<file path="config.mk">
export PLATFORM = sky130hd
export DESIGN_NAME = alu_arbiter
export DESIGN_NICKNAME = d
export VERILOG_FILES = /design/src/rtl/alu_arbiter.sv
export SDC_FILE = /design/constraint.sdc
export NUM_CORES = 1
export LEC_CHECK = 0
export CAP_MARGIN = 20
export CELL_PAD_IN_SITES_DETAIL_PLACEMENT = 2
export CELL_PAD_IN_SITES_GLOBAL_PLACEMENT = 2
export CORE_UTILIZATION = 19
export DETAILED_ROUTE_END_ITERATION = 7
export PLACE_DENSITY_LB_ADDON = 0.1
export SETUP_SLACK_MARGIN = 0.05
export SLEW_MARGIN = 10
export SYNTH_ARGS = -nofsm -noshare
export SYNTH_HDL_FRONTEND = slang
export SYNTH_SLANG_ARGS = --single-unit
</file>
<file path="constraint.sdc">
create_clock -name clk -period 2.05 [get_ports clk]
set_clock_uncertainty 0.2 [all_clocks]
set_input_delay 0.3075 -clock clk [delete_from_list [all_inputs] [get_ports clk]]
set_output_delay 0.3075 -clock clk [all_outputs]
set_load 0.03 [all_outputs]
</file>
<file path="src/rtl/alu_arbiter.sv">
// alu_arbiter: round-robin share of one combinational ALU/ALUdec between
// the integer execute path (0) and the address/branch-target path (1).
module alu_arbiter #(
  parameter int DATA_WIDTH = 32
) (
  input  logic                  clk,
  input  logic                  reset,
  input  logic                  req0_valid,
  output logic                  req0_ready,
  input  logic [6:0]            req0_opcode,
  input  logic [2:0]            req0_funct,
  input  logic                  req0_add_rshift_type,
  input  logic [DATA_WIDTH-1:0] req0_A,
  input  logic [DATA_WIDTH-1:0] req0_B,
  input  logic                  req1_valid,
  output logic                  req1_ready,
  input  logic [6:0]            req1_opcode,
  input  logic [2:0]            req1_funct,
  input  logic                  req1_add_rshift_type,
  input  logic [DATA_WIDTH-1:0] req1_A,
  input  logic [DATA_WIDTH-1:0] req1_B,
  output logic                  resp0_valid,
  input  logic                  resp0_ready,
  output logic [DATA_WIDTH-1:0] resp0_data,
  output logic                  resp1_valid,
  input  logic                  resp1_ready,
  output logic [DATA_WIDTH-1:0] resp1_data,
  output logic [6:0]            alu_opcode,
  output logic [2:0]            alu_funct,
  output logic                  alu_add_rshift_type,
  output logic [DATA_WIDTH-1:0] alu_A,
  output logic [DATA_WIDTH-1:0] alu_B,
  input  logic [DATA_WIDTH-1:0] alu_out
);

  logic                  elig0, elig1;
  logic                  grant0, grant1;
  logic                  prio_q, prio_d;
  logic                  resp0_valid_q, resp0_valid_d;
  logic                  resp1_valid_q, resp1_valid_d;
  logic [DATA_WIDTH-1:0] resp0_data_q, resp0_data_d;
  logic [DATA_WIDTH-1:0] resp1_data_q, resp1_data_d;

  // Grants see only handshake state, never operands or alu_out.
  always_comb begin
    elig0  = ~reset & req0_valid
           & (~resp0_valid_q | resp0_ready);
    elig1  = ~reset & req1_valid
           & (~resp1_valid_q | resp1_ready);
    grant0 = elig0 & (~elig1 | ~prio_q);
    grant1 = elig1 & (~elig0 | prio_q);
  end

  assign req0_ready = grant0;
  assign req1_ready = grant1;

  always_comb begin
    alu_opcode          = '0;
    alu_funct           = '0;
    alu_add_rshift_type = 1'b0;
    alu_A               = '0;
    alu_B               = '0;
    unique case (1'b1)
      grant0: begin
        alu_opcode          = req0_opcode;
        alu_funct           = req0_funct;
        alu_add_rshift_type = req0_add_rshift_type;
        alu_A               = req0_A;
        alu_B               = req0_B;
      end
      grant1: begin
        alu_opcode          = req1_opcode;
        alu_funct           = req1_funct;
        alu_add_rshift_type = req1_add_rshift_type;
        alu_A               = req1_A;
        alu_B               = req1_B;
      end
      default: ;
    endcase
  end

  // A new grant wins over a same-cycle drain, so the slot never bubbles.
  always_comb begin
    resp0_valid_d = resp0_valid_q;
    resp0_data_d  = resp0_data_q;
    resp1_valid_d = resp1_valid_q;
    resp1_data_d  = resp1_data_q;
    prio_d        = prio_q;
    if (grant0) begin
      resp0_valid_d = 1'b1;
      resp0_data_d  = alu_out;
      prio_d        = 1'b1;
    end else if (resp0_ready) begin
      resp0_valid_d = 1'b0;
    end
    if (grant1) begin
      resp1_valid_d = 1'b1;
      resp1_data_d  = alu_out;
      prio_d        = 1'b0;
    end else if (resp1_ready) begin
      resp1_valid_d = 1'b0;
    end
  end

  always_ff @(posedge clk) begin
    if (reset) begin
      prio_q        <= 1'b0;
      resp0_valid_q <= 1'b0;
      resp1_valid_q <= 1'b0;
      resp0_data_q  <= '0;
      resp1_data_q  <= '0;
    end else begin
      prio_q        <= prio_d;
      resp0_valid_q <= resp0_valid_d;
      resp1_valid_q <= resp1_valid_d;
      resp0_data_q  <= resp0_data_d;
      resp1_data_q  <= resp1_data_d;
    end
  end

  assign resp0_valid = resp0_valid_q;
  assign resp1_valid = resp1_valid_q;
  assign resp0_data  = resp0_data_q;
  assign resp1_data  = resp1_data_q;

endmodule
</file>
==> results.json, run 1 <==
{
  "status": "finished with violations",
  "violations": "setup timing",
  "crit_type": "reg -> out",
  "rr_worst_depth": 9,
  "crit_arrival_ps": 1880,
  "cp_top_family": "buffers and inverters",
  "max_stage_delay_ps": 360,
  "drc": 0,
  "power-per-cell-area_nw_per_um2": 508,
  "hold_class": "reg -> reg",
  "final_common_cell": "clkdlybuf4s50_1",
  "hold_viol": 0,
  "rsz0062_at_grt": "yes",
  "setup_ws_ps": -339,
  "start_util_pct": 19.6,
  "ios": 331,
  "ant_nets": 0,
  "avgViaCountPerCell": 4.33,
  "timing.setup.tns_ps": -21450,
  "overflow": 0,
  "relSlewSlack_pct": 49.2,
  "fin_crit_sh_pct": 117,
  "die_area_um2": 25900,
  "grt_pass1_wl_um": 39200,
  "hold_buffers": 0,
  "cts_tree": "done",
  "numClockSinks": 67,
  "die_w_um": 161,
  "synth_nets": 710,
  "route.vias.total": 5439,
  "path_clk_slew_ps": 60,
  "min_period_ps": 2390,
  "path_depth": 7,
  "cts-root-buf": "clkbuf_16",
  "port_buffers": 330,
  "yosysTopAreaCell": "dfxtp_1",
  "detailed_place_hpwl_um": 19500,
  "max_freq_mhz": 419,
  "drive_gt1_share_pct": 31.8,
  "rows": 57,
  "finalWirelength_um": 26200,
  "area_delta_synth_final_pct": 134,
  "required_ps": 1540,
  "crit_buf_inv": 4,
  "die_h_um": 161,
  "grt_max_degree": 75,
  "nets": 1115,
  "htreeDepth": 3,
  "fin_area_um2": 11200,
  "path_max_fanout": 12,
  "yosysUniqueCellTypes": 20,
  "max_cap_viol_count": 0,
  "wl_per_cell_um": 20.8,
  "cp_slowest_cell": "dfxtp_2",
  "crit_chain": "nor2b_4, o211ai_4, buf_12, buf_16, buf_8, o32ai_4, buf_6",
  "grt_pass1_vias": 6190,
  "drtIter0Drc": 137,
  "tightest_slew_ps": 762,
  "final_cell_mix": "clkdlybuf4s50_1, nand2b_1, buf_6, inv_1, o32ai_4",
  "place_congestion": 0.830,
  "synth_warnings": 0,
  "ctsLongestPathBuffers": 2,
  "ys_ff_latch": 67,
  "critPathCaptureType": "primary output",
  "yosysSeqAreaShare_pct": 27.9,
  "p_leak_nw": 4.43,
  "drtPass1Iterations": 4,
  "maxSlewViolCount": 0,
  "netlist_instances": 522,
  "yosysTopAreaCellShare_pct": 27.9,
  "setup_viol": 77,
  "avgSynthCellArea_um2": 9.20,
  "dpl_worst_slack_ps": -897,
  "core_um2": 24500,
  "holdPathStages": 2,
  "ir_worst_vdd_mv": 0.353,
  "cp-start-kind": "flip-flop",
  "placed_area_um2": 9760,
  "numCtsBuffers": 9,
  "clock_latency_ps": 330,
  "track_usage_pct": 19.8,
  "synth_area_leaders": "dfxtp_1, nand2b_1, o32ai_2",
  "synth_area_um2": 4800,
  "antenna_found_initial": 3
}
[power breakdown]
part	internal, W	leakage, nW	switching (W)
Clock	0.000807	0.128	0.000584
Sequential	0.00140	0.552	0.0000555
Combinational	0.00152	3.75	0.00135
[final cells by class]
class                      count  area, um^2
timing repair buffer         446        5010
multi-input combinational    328        3940
tap                          324         405
sequential                    67        1350
antenna                        2        5.00
fill                        2483       13300
clock inverter                 5        31.3
inverter                      75         282
clock buffer                  10         229
[per-layer routing]
layer,GRT usage [%],wire (um)
met5,0,17
met4,3.86,276
met3,5.60,1760
met2,37.5,13900
met1,21.8,10200
[cell families after synthesis]
family	Yosys count	synth area share (%)
buf+inv	127	12.5
compound gates	83	22.9
mux	64	13.3
flops	67	27.9
simple gates	181	23.4
[through the flow]
stage               util, %  total power (W)  hold slack (ps)  std cells
global route           45.8          0.00599              303       1256
detailed placement     39.8          0.00391              269       1176
finish                 45.8          0.00571              273       1257
floorplan                 -          0.00284              262        522
CTS                    44.8          0.00570              280       1236
global placement       39.8          0.00385              258       1176
[registers in the layout (all words and copies together) (netlist names)]
| register | flops |
|---|---|
| prio_q | 1 |
| resp0_valid | 1 |
| resp1_valid | 1 |
| resp0_data | 32 |
| resp1_data | 32 |
[cell usage after synthesis]
| cell | number |
|---|---|
| buf_6 | 10 |
| nand2b_1 | 174 |
| buf_2 | 11 |
| mux2i_1 | 64 |
| o211ai_1 | 1 |
| dfxtp_1 | 67 |
| o211a_1 | 2 |
| o21ai_0 | 1 |
| o32ai_2 | 51 |
| inv_1 | 75 |
| clkbuf_1 | 22 |
| o211ai_2 | 1 |
| a21oi_1 | 3 |
| o32ai_1 | 24 |
| nor3_1 | 1 |
| nand2_1 | 1 |
| buf_4 | 9 |
| nor2b_1 | 1 |
| nor2_1 | 3 |
| nor2b_2 | 1 |
[repair_timing]
item	CTS	global route
hold endpoints to repair	0	0
pin swaps	56	22
setup buffers	41	22
endpoints found under the setup margin	102	103
gates resized for setup	414	38
cloned	5	1
[worst register-to-register path: stages (launching register included)]
cell and delay (ps):
dfxtp_2 350, buf_6 100, nand2_4 40, o211ai_1 190
buf_4 170, buf_6 130, buf_12 140, buf_16 120
buf_12 170, mux2i_2 240
[path summary, 6_finish.rpt]
path / to / slack, ps / from
setup reg to reg: resp0_data[28]$_SDFFE_PP0N_ / 120 / prio_q$_SDFFE_PP0N_
hold reg to reg: resp1_data[14]$_SDFFE_PP0P_ / 270 / resp1_data[14]$_SDFFE_PP0P_
setup / recovery: alu_B[23] / -340 / resp0_valid$_SDFFE_PP0P_
hold / removal: resp1_data[14]$_SDFFE_PP0P_ / 270 / resp1_data[14]$_SDFFE_PP0P_
No activity file was read; power rests on OpenSTA's default activity.
==> inputs of run 2 (changes only) <==
- CORE_UTILIZATION: 19 -> 20
- clock period: 2.05 -> 2.8 ns (I/O delays scaled with it)
==> run 2 against run 1 <==
Sequential share of layout area rose by 3.0 points. Largest cell class unchanged. Count of clock-buffer cells in the layout stayed put. Wire length down 12%. Die area is 4.9% lower. Sequential cell count unchanged. Non-clock buffer count is 69 lower. Core utilization fell by 7.8 points. The flow now finishes without violations.
==> results.json, run 2 (synthesis results as in run 1) <==
{
  "required_ps": 2180,
  "htreeDepth": 3,
  "drive_gt1_share_pct": 22.7,
  "ios": 331,
  "ctsLongestPathBuffers": 2,
  "ir_worst_vdd_mv": 0.257,
  "crit_type": "in -> out",
  "port_buffers": 330,
  "drtPass1Iterations": 4,
  "ant_nets": 0,
  "max_freq_mhz": 367,
  "min_period_ps": 2730,
  "power-per-cell-area_nw_per_um2": 423,
  "power.total_w": 0.00379,
  "drc": 0,
  "p_leak_nw": 3.72,
  "track_usage_pct": 18.0,
  "final_common_cell": "clkdlybuf4s50_1",
  "grt_max_degree": 39,
  "grt_pass1_vias": 5566,
  "hold_viol": 0,
  "path_clk_slew_ps": 60,
  "numCtsBuffers": 9,
  "hold_class": "reg -> reg",
  "placed_area_um2": 8480,
  "avgViaCountPerCell": 4.34,
  "rsz0062_at_grt": "yes",
  "cts-root-buf": "clkbuf_16",
  "cp_slowest_cell": "clkdlybuf4s50_1",
  "drtIter0Drc": 137,
  "die_w_um": 157,
  "detailed_place_hpwl_um": 18400,
  "final_cell_mix": "clkdlybuf4s50_1, nand2b_1, inv_1, buf_4, dfxtp_1",
  "rows": 56,
  "overflow": 0,
  "critPathCaptureType": "primary output",
  "start_util_pct": 20.4,
  "cts_tree": "done",
  "numClockSinks": 67,
  "relSlewSlack_pct": 65.7,
  "antenna_found_initial": 4,
  "fillers": 2585,
  "route.vias.total": 5148,
  "ff_latch_area_um2": 1340,
  "place_congestion": 0.785,
  "path_common_cell": "buf_4",
  "core_um2": 23500,
  "max_stage_delay_ps": 440,
  "hold_buffers": 0,
  "cp-start-kind": "input pin",
  "crit_arrival_ps": 2110,
  "status": "complete, no violations",
  "fin_area_um2": 8950,
  "die_area_um2": 24600,
  "die_h_um": 157,
  "max_cap_viol_count": 0,
  "area_delta_synth_final_pct": 86.2,
  "tightest_slew_ps": 515,
  "r2r_setup_slack_ps": 980,
  "nets": 1046,
  "setup_viol": 0,
  "maxSlewViolCount": 0,
  "grt_pass1_wl_um": 33300,
  "finalWirelength_um": 23100,
  "fin_crit_sh_pct": 97.4,
  "path_max_fanout": 13,
  "wl_per_cell_um": 19.5,
  "clock_latency_ps": 320,
  "crit_chain": "clkdlybuf4s50_1, nand2b_1, o211ai_4, buf_8, buf_4, buf_12, o32ai_1, buf_4",
  "multiInputGateArea_um2": 2900
}
-- run 2: critical path, delay by kind of cell --
family                 cells  cell delay (ps)
AOI/OAI and AO/OA          2              390
buffers and inverters      5             1120
and+or+nand+nor            1              170
-- run 2: area by class of cell --
class / count / area share (%)
diodes: 3 / 0.0839
clock buffers: 10 / 2.56
clock inverters: 6 / 1.01
inverters: 75 / 3.15
multi-input cells: 328 / 32.4
flip-flops and latches: 67 / 15.0
well taps: 319 / 4.46
repair buffers: 377 / 41.3
-- run 2: final timing paths --
kind,to,startpoint,cells after the start
hold / removal,resp1_data[8]$_SDFFE_PP0P_,resp1_data[8]$_SDFFE_PP0P_,2
setup / recovery,alu_B[31],req0_valid,8
setup reg to reg,resp0_data[16]$_SDFFE_PP0N_,resp1_valid$_SDFFE_PP0P_,6
hold reg to reg,resp1_data[8]$_SDFFE_PP0P_,resp1_data[8]$_SDFFE_PP0P_,2
-- run 2: per-layer routing --
metal | vias up | wire [um] | track usage [%]
li1 | 2438 | - | -
met1 | 2497 | 8600 | 19.0
met2 | 188 | 12200 | 34.1
met3 | 23 | 1990 | 5.45
met4 | 2 | 335 | 4.72
met5 | - | 13 | 0
-- run 2: metrics by stage --
step                      instances  setup WS, ps  hold slack [ps]  TNS (ps)  utilization, %
final                          1185          71.7              272         0            38.0
after global routing           1184         -1.80              300     -1.80            38.0
after CTS                      1181         -1.90              282     -1.90            37.7
after detailed placement       1160          -317              271    -12900            36.0
after global placement         1160          -239              259     -9890            36.0
after floorplan                 522           330              291         0               -
-- run 2: report_power, final --
part / switching, W / internal, W / total (W)
clock network: 0.000451 / 0.000782 / 0.00123
logic: 0.000756 / 0.000732 / 0.00149
registers: 0.0000415 / 0.00102 / 0.00107
total: 0.00125 / 0.00254 / 0.00379
-- run 2: repair_timing --
action / CTS / global route
gates resized for setup: 184 / 48
pin swaps: 2 / 1
endpoints found under the setup margin: 68 / 57
gates cloned: 1 / 1
setup buffers: 4 / 0
endpoints found under the hold margin: 0 / 0
==> inputs of run 3 (changes only) <==
- CTS_BUF_LIST: default -> sky130_fd_sc_hd__clkbuf_8 sky130_fd_sc_hd__clkbuf_16
==> run 3 against run 2 <==
Core utilization is the same. Non-clock buffer count unchanged. Count of clock-buffer cells in the layout fell by 1. Worst hold slack unchanged. Combinational power about the same. Power about the same. Largest cell class unchanged. Largest power group unchanged. Highest routed layer unchanged.
==> results.json, run 3 (synthesis results as in run 1) <==
{
  "pwr-share-seq_pct": 28.2,
  "numClockSinks": 67,
  "drtPass1Iterations": 4,
  "grt_pass1_wl_um": 33300,
  "power-per-cell-area_nw_per_um2": 423,
  "r2r-end": "resp0_data[16]$_SDFFE_PP0N_",
  "hold_viol": 0,
  "comb_power_share_pct": 39.3,
  "worstSetupEndpoint": "alu_B[31]",
  "switching_share_pct": 33.0,
  "r2r_setup_slack_ps": 980,
  "max_freq_mhz": 367,
  "wl_per_cell_um": 19.5,
  "port_buffers": 330,
  "antenna_found_initial": 4,
  "htreeDepth": 3,
  "max_cap_viol_count": 0,
  "rr_worst_depth": 6,
  "status": "complete, no violations",
  "route.vias.total": 5148,
  "nets": 1046,
  "drc": 0,
  "placedCellCount": 1160,
  "crit_type": "in -> out",
  "ctsLongestPathBuffers": 2,
  "multiInputGateArea_um2": 2900,
  "overflow": 0,
  "tightest_slew_ps": 515,
  "final_common_cell": "clkdlybuf4s50_1",
  "ir_worst_vdd_mv": 0.257,
  "required_ps": 2180,
  "die_w_um": 157,
  "maxSlewViolCount": 0,
  "track_usage_pct": 18.0,
  "path_max_fanout": 13,
  "clock_latency_ps": 320,
  "relSlewSlack_pct": 65.7,
  "place_congestion": 0.785,
  "fin_crit_sh_pct": 97.4,
  "grt_pass1_vias": 5566,
  "critPathCaptureType": "primary output",
  "hold_buffers": 0,
  "drive_gt1_share_pct": 22.7,
  "cts-root-buf": "clkbuf_16",
  "fin_cells": 1185,
  "die_area_um2": 24600,
  "cp-start-kind": "input pin",
  "top_layer": "met5",
  "rows": 56,
  "intPower_w": 0.00253,
  "drtIter0Drc": 137,
  "m1WireLength_um": 8600,
  "dpl_worst_slack_ps": -317,
  "p_leak_nw": 3.72,
  "path_clk_slew_ps": 60,
  "ff_latch_area_um2": 1340,
  "detailed_place_hpwl_um": 18400,
  "clockPowerShare_pct": 32.5,
  "ios": 331,
  "wl_met2_um": 12200,
  "hold_class": "reg -> reg",
  "ant_nets": 0,
  "wl_met3_um": 1990,
  "die_h_um": 157,
  "post-route-util_pct": 38.0,
  "power.switching_w": 0.00125,
  "crit_arrival_ps": 2110,
  "fillers": 2585,
  "power.total_w": 0.00378,
  "min_period_ps": 2730,
  "area_delta_synth_final_pct": 86.2,
  "start_util_pct": 20.4,
  "setup_viol": 0,
  "rsz0062_at_grt": "yes",
  "setup_ws_ps": 71.7,
  "final_cell_mix": "clkdlybuf4s50_1, nand2b_1, inv_1, buf_4, dfxtp_1",
  "startpoint": "req0_valid",
  "numCtsBuffers": 9,
  "finalWirelength_um": 23100,
  "cts_tree": "done",
  "avgViaCountPerCell": 4.34,
  "grt_max_degree": 39,
  "r2r_start": "resp1_valid$_SDFFE_PP0P_",
  "core_um2": 23500
}
==> run 3: cell types whose count changed in the layout (fill, tap and decap cells not counted), sizes merged <==
cell / before / now
clkbuf: 15 / 14
inv: 75 / 76
==> run 3: power groups by stage <==
stage | clock, W | sequential (W) | combinational, W
floorplan | 0 | 0.00121 | 0.000637
global placement | 0 | 0.00108 | 0.00144
detailed placement | 0 | 0.00108 | 0.00147
CTS | 0.00127 | 0.00107 | 0.00149
global route | 0.00132 | 0.00107 | 0.00157
finish | 0.00123 | 0.00107 | 0.00149
==> run 3: routing by layer <==
layer,up-vias,global-route usage [%]
met4,2,4.72
met5,-,0
met1,2497,19.0
li1,2438,-
met3,23,5.45
met2,188,34.1
==> run 3: critical path: stages <==
cell and delay (ps):
clkdlybuf4s50_1 440, nand2b_1 170, o211ai_4 130, buf_8 170, buf_4 150, buf_12 140, o32ai_1 260, buf_4 220
==> run 3: stage by stage <==
stage | setup TNS, ps | instance area [um^2] | hold slack, ps
2_1_floorplan | 0 | 4800 | 291
3_3_place_gp | -9890 | 8480 | 259
3_5_place_dp | -12900 | 8480 | 271
4_1_cts | -1.90 | 8880 | 282
5_1_grt | -1.80 | 8940 | 300
6_report | 0 | 8950 | 272
==> run 3: final cells by class <==
type                       count  share of cell area (%)
sequential                    67                    15.0
multi-input combinational    328                    32.4
timing repair buffer         377                    41.3
antenna                        3                  0.0839
clock inverter                 7                    1.05
clock buffer                   9                    2.52
inverter                      75                    3.15
tap                          319                    4.46
==> run 3: how the worst min path moves through the flow <==
| stage | from | end | slack (ps) | cells after the start |
|---|---|---|---|---|
| 2_1_floorplan | prio_q$_SDFFE_PP0N_ | prio_q$_SDFFE_PP0N_ | 290 | 2 |
| 3_3_place_gp | resp1_data[25]$_SDFFE_PP0P_ | resp1_data[25]$_SDFFE_PP0P_ | 260 | 2 |
| 3_5_place_dp | resp1_data[8]$_SDFFE_PP0P_ | resp1_data[8]$_SDFFE_PP0P_ | 270 | 2 |
| 4_1_cts | resp1_data[8]$_SDFFE_PP0P_ | resp1_data[8]$_SDFFE_PP0P_ | 280 | 2 |
| 5_1_grt | resp1_data[17]$_SDFFE_PP0P_ | resp1_data[17]$_SDFFE_PP0P_ | 300 | 2 |
| 6_report | resp1_data[8]$_SDFFE_PP0P_ | resp1_data[8]$_SDFFE_PP0P_ | 270 | 2 |
==> run 3: timing repair <==
action,4_1_cts,5_1_grt
pin swaps,2,1
endpoints found under the setup margin,68,57
setup buffers,4,0
cloned,1,1
resized for setup,184,48
==> edit 1, RTL diff (flow settings as in run 2) <==
Make the reset (`reset`) asynchronous in one clocked block.
--- a/src/rtl/alu_arbiter.sv
+++ b/src/rtl/alu_arbiter.sv
@@ -102,7 +102,7 @@
     end
   end
 
-  always_ff @(posedge clk) begin
+  always_ff @(posedge clk or posedge reset) begin
     if (reset) begin
       prio_q        <= 1'b0;
       resp0_valid_q <= 1'b0;
Formal check against the unedited RTL: differs if reset is asserted again (counterexample within 4 cycles, from zero or initial values and one cycle with reset high); with reset held inactive, the same outputs for 10 cycles.
==> edit 1 against run 2 <==
Worst hold slack worse by 11 ps. Synthesized area down 19%. Critical path depth down 1. Setup slack better by 31 ps. Wire length down 17%. Sequential power up 30%. First-iteration DRC count down 19%. Via count down 14%. Power up 32%. Sequential cell count unchanged. Cell area down 13%. Core utilization up 2.8 points. Count of clock-buffer cells in the layout up 1.
==> edit 1: results <==
export IMPL_worstMarginPinSlew_ps=460.2
export IMPL_grt_max_degree=69
export IMPL_p_leak_nw=3.401
export IMPL_drtIter0Drc=111
export IMPL_critPathMaxFanout=44
export IMPL_grt_util_met2_pct=33.65
export IMPL_grt_usage_pct=18.80
export IMPL_min_path_type="primary input to asynchronous set/reset pin"
export IMPL_met2_length_um=9858
export IMPL_critPathArrivalTime_ps=2080
export IMPL_routed_top_layer="met4"
export IMPL_timing_rr_start="resp1_valid"
export IMPL_use_met1_pct=20.74
export IMPL_status="completed"
export IMPL_wl_met1_um=7199
export IMPL_synth_seq_area_share_pct=42.89
export IMPL_grt_pass1_wl_um=28950
export IMPL_ys_types=18
export IMPL_pre_cts_ws_ps=90.73
export IMPL_synth_common_cells="inv_1, nand2_1, o32ai_1, dfrtp_1, mux2_2"
export IMPL_netlist_top_cells_area="dfrtp_1, o32ai_1, mux2_2"
export IMPL_htree_levels=3
export IMPL_grt_pass1_vias=4975
export IMPL_met3_usage_pct=5.872
export IMPL_routabilityCongestion=0.7761
export IMPL_final_nets=919
export IMPL_routed_wl_um=19180
export IMPL_place_hpwl_um=15370
export IMPL_synthArstFlopShare_pct=100.0
export IMPL_clkTransAtPathRegs_ps=60
export IMPL_vdd_drop_max_mv=0.4674
export IMPL_drive_above_1_share_pct=23.23
export IMPL_antenna_found_initial=1
export IMPL_vias_per_cell=4.465
export IMPL_dr_wl_met3_um=1563
export IMPL_syn_nets=602
edit 1: final cells by class:
cell class	count	area, µm²
diodes	1	2.502
repair buffers	346	3346
fillers	2094	11220
inverters	78	295.3
clock inverters	5	61.31
well taps	260	325.3
clock buffers	11	242.7
flip-flops and latches	67	1677
multi-input cells	229	1789
edit 1: kinds of logic after synthesis:
family	count (synthesis)	share of synthesized area, %
AO/OA/AOI/OAI	81	18.31
buffers and inverters	118	11.91
flip-flops	67	42.89
multiplexers	64	18.44
AND/OR/NAND/NOR	84	8.451
edit 1: path summary, 6_finish.rpt:
path | end | slack (ps) | cells after the start
worst min-delay path | resp0_data[7] | 260 | 3
worst max register to register | resp0_data[26] | 800 | 5
worst max-delay path | alu_A[11] | 100 | 7
worst min register to register | resp1_data[13] | 290 | 1
max in group asynchronous | resp1_data[11] | 1470 | 4
min in group clk | resp1_data[13] | 290 | 1
edit 1: worst reg2reg max path: cells and delay by family (launching register included):
family / cells / cell delay (ps)
muxes: 1 / 360
and+or+nand+nor: 1 / 170
AOI/OAI and AO/OA: 1 / 380
DFF: 1 / 380
buffers and inverters: 2 / 390
edit 1: power by group:
group	internal, W	switching (W)
Sequential	0.00124	0.000147
Combinational	0.00113	0.00135
Clock	0.000718	0.000412
Total	0.00309	0.00191
edit 1: repair_timing:
item,CTS,global route
endpoints found under the setup margin,0,37
buffers inserted,0,0
resized for setup,0,5
edit 1: per-stage QoR:
stage | instance area [µm²] | instances | power, W | hold WS, ps
final | 7739 | 997 | 0.005001 | 260.8
after global routing | 7739 | 997 | 0.005245 | 295.5
after CTS | 7716 | 996 | 0.005079 | 264.8
after detailed placement | 7412 | 980 | 0.003899 | 278.1
after global placement | 7412 | 980 | 0.003835 | 268.0
after floorplan | 3913 | 414 | 0.002664 | 273.2
==> edit 2, RTL diff (flow settings as in run 2) <==
Without the edit above. Change the parameter `DATA_WIDTH` from 32 to 64.
--- a/src/rtl/alu_arbiter.sv
+++ b/src/rtl/alu_arbiter.sv
@@ -1,7 +1,7 @@
 // alu_arbiter: round-robin share of one combinational ALU/ALUdec between
 // the integer execute path (0) and the address/branch-target path (1).
 module alu_arbiter #(
-  parameter int DATA_WIDTH = 32
+  parameter int DATA_WIDTH = 64
 ) (
   input  logic                  clk,
   input  logic                  reset,
Interface: changed (9 resized); port bits go from 331 to 619. No check against the original RTL was run, so the function may have changed too.
==> edit 2 against run 2 <==
Cell area rose by 92%. Largest power group unchanged. Maximum frequency grew 0.19%. Power is 94% higher. Highest routed layer unchanged. Sequential share of layout area is 0.28 points higher. Worst hold slack lost 15 ps. Wire length increased by 110%. Synthesized cell count is 89% higher. Synthesized area rose by 83%. Largest cell class unchanged. Sequential cell count increased by 64. Setup slack better by 5.3 ps.
==> edit 2: results <==
export IMPL_final_nets=1940
export IMPL_grt_max_degree=82
export IMPL_wl_per_cell_um=22.51
export IMPL_synth_adder_area_share_pct=0
export IMPL_status="completed"
export IMPL_syn_nets=1333
export IMPL_port_buffers=618
export IMPL_p_per_area_nw_per_um2=427.6
export IMPL_netlist_top_cells_area="dfxtp_1, nand2b_1, mux2i_1"
export IMPL_vias_per_cell=4.378
export IMPL_pre_cts_ws_ps=-200.2
export IMPL_worstSkewPairLatency_ps=420
export IMPL_min_path_type="primary input to register"
export IMPL_post_cts_buffers=0
export IMPL_switching_share_pct=33.36
export IMPL_vdd_drop_max_mv=0.4243
export IMPL_powerSeq_w=0.00208
export IMPL_drtIter0Drc=333
export IMPL_max_stage_delay_ps=430
export IMPL_routabilityCongestion=0.8369
export IMPL_synth_mux_area_fraction_pct=14.55
export IMPL_critPathMaxFanout=35
export IMPL_grt_usage_pct=20.97
export IMPL_cts_buffers=17
export IMPL_htree_levels=4
export IMPL_grt_pass1_vias=10006
export IMPL_num_fill_cells=4668
export IMPL_p_leak_nw=7.083
export IMPL_grt_pass1_wl_um=68860
export IMPL_synth_compound_area_share_pct=19.68
export IMPL_slew_headroom_pct=53.25
export IMPL_place_hpwl_um=40280
export IMPL_die_area_um2=44870
export IMPL_antenna_found_initial=12
edit 2: path summary, 6_finish.rpt:
check,endpoint,startpoint,slack (ps),depth (start not counted)
worst max-delay path,alu_opcode[4],resp0_ready,80,7
worst min-delay path,resp1_valid,resp1_ready,260,3
worst min register to register,resp1_data[55],resp1_data[55],270,2
worst max register to register,resp1_data[13],prio_q,580,5
edit 2: through the flow:
stage | utilization [%] | std cells | instance area, µm² | TNS (ps) | hold slack, ps
3_3_place_gp | 37.67 | 2157 | 16300 | -152.0 | 258.1
5_1_grt | 39.66 | 2192 | 17160 | 0 | 283.2
6_report | 39.68 | 2195 | 17170 | 0 | 256.9
3_5_place_dp | 37.67 | 2157 | 16300 | -238.3 | 265.0
4_1_cts | 39.17 | 2190 | 16950 | 0 | 279.1
2_1_floorplan | - | 985 | 8806 | 0 | 291.3
edit 2: cell families after synthesis:
family / count (synthesis)
simple gates: 341
mux: 128
compound gates: 147
buf+inv: 238
flops: 131
edit 2: cell type report:
class	count	area, µm²	area share, %
timing repair buffer	687	7316	42.61
multi-input combinational	616	5359	31.21
sequential	131	2623	15.27
tap	585	732.0	4.263
inverter	139	521.8	3.039
clock buffer	21	480.5	2.798
clock inverter	11	125.1	0.7288
antenna	5	12.51	0.07288
edit 2: metal layers:
layer | track usage, % | vias up | share of wire, %
met5 | 0 | - | 0.18
met4 | 3.798 | 12 | 0.94
met3 | 8.159 | 37 | 8.9
met2 | 39.01 | 290 | 53
met1 | 22.33 | 4736 | 37
li1 | - | 4534 | -
edit 2: timing repair:
item | 4_1_cts | 5_1_grt
resized for setup | 6 | 27
endpoints found under the setup margin | 49 | 54
gates cloned | 1 | 0
edit 2: worst min-delay path, stage by stage:
cell and delay (ps):
dlymetal6s2s_1 160, nand2b_4 180, a21oi_1 60
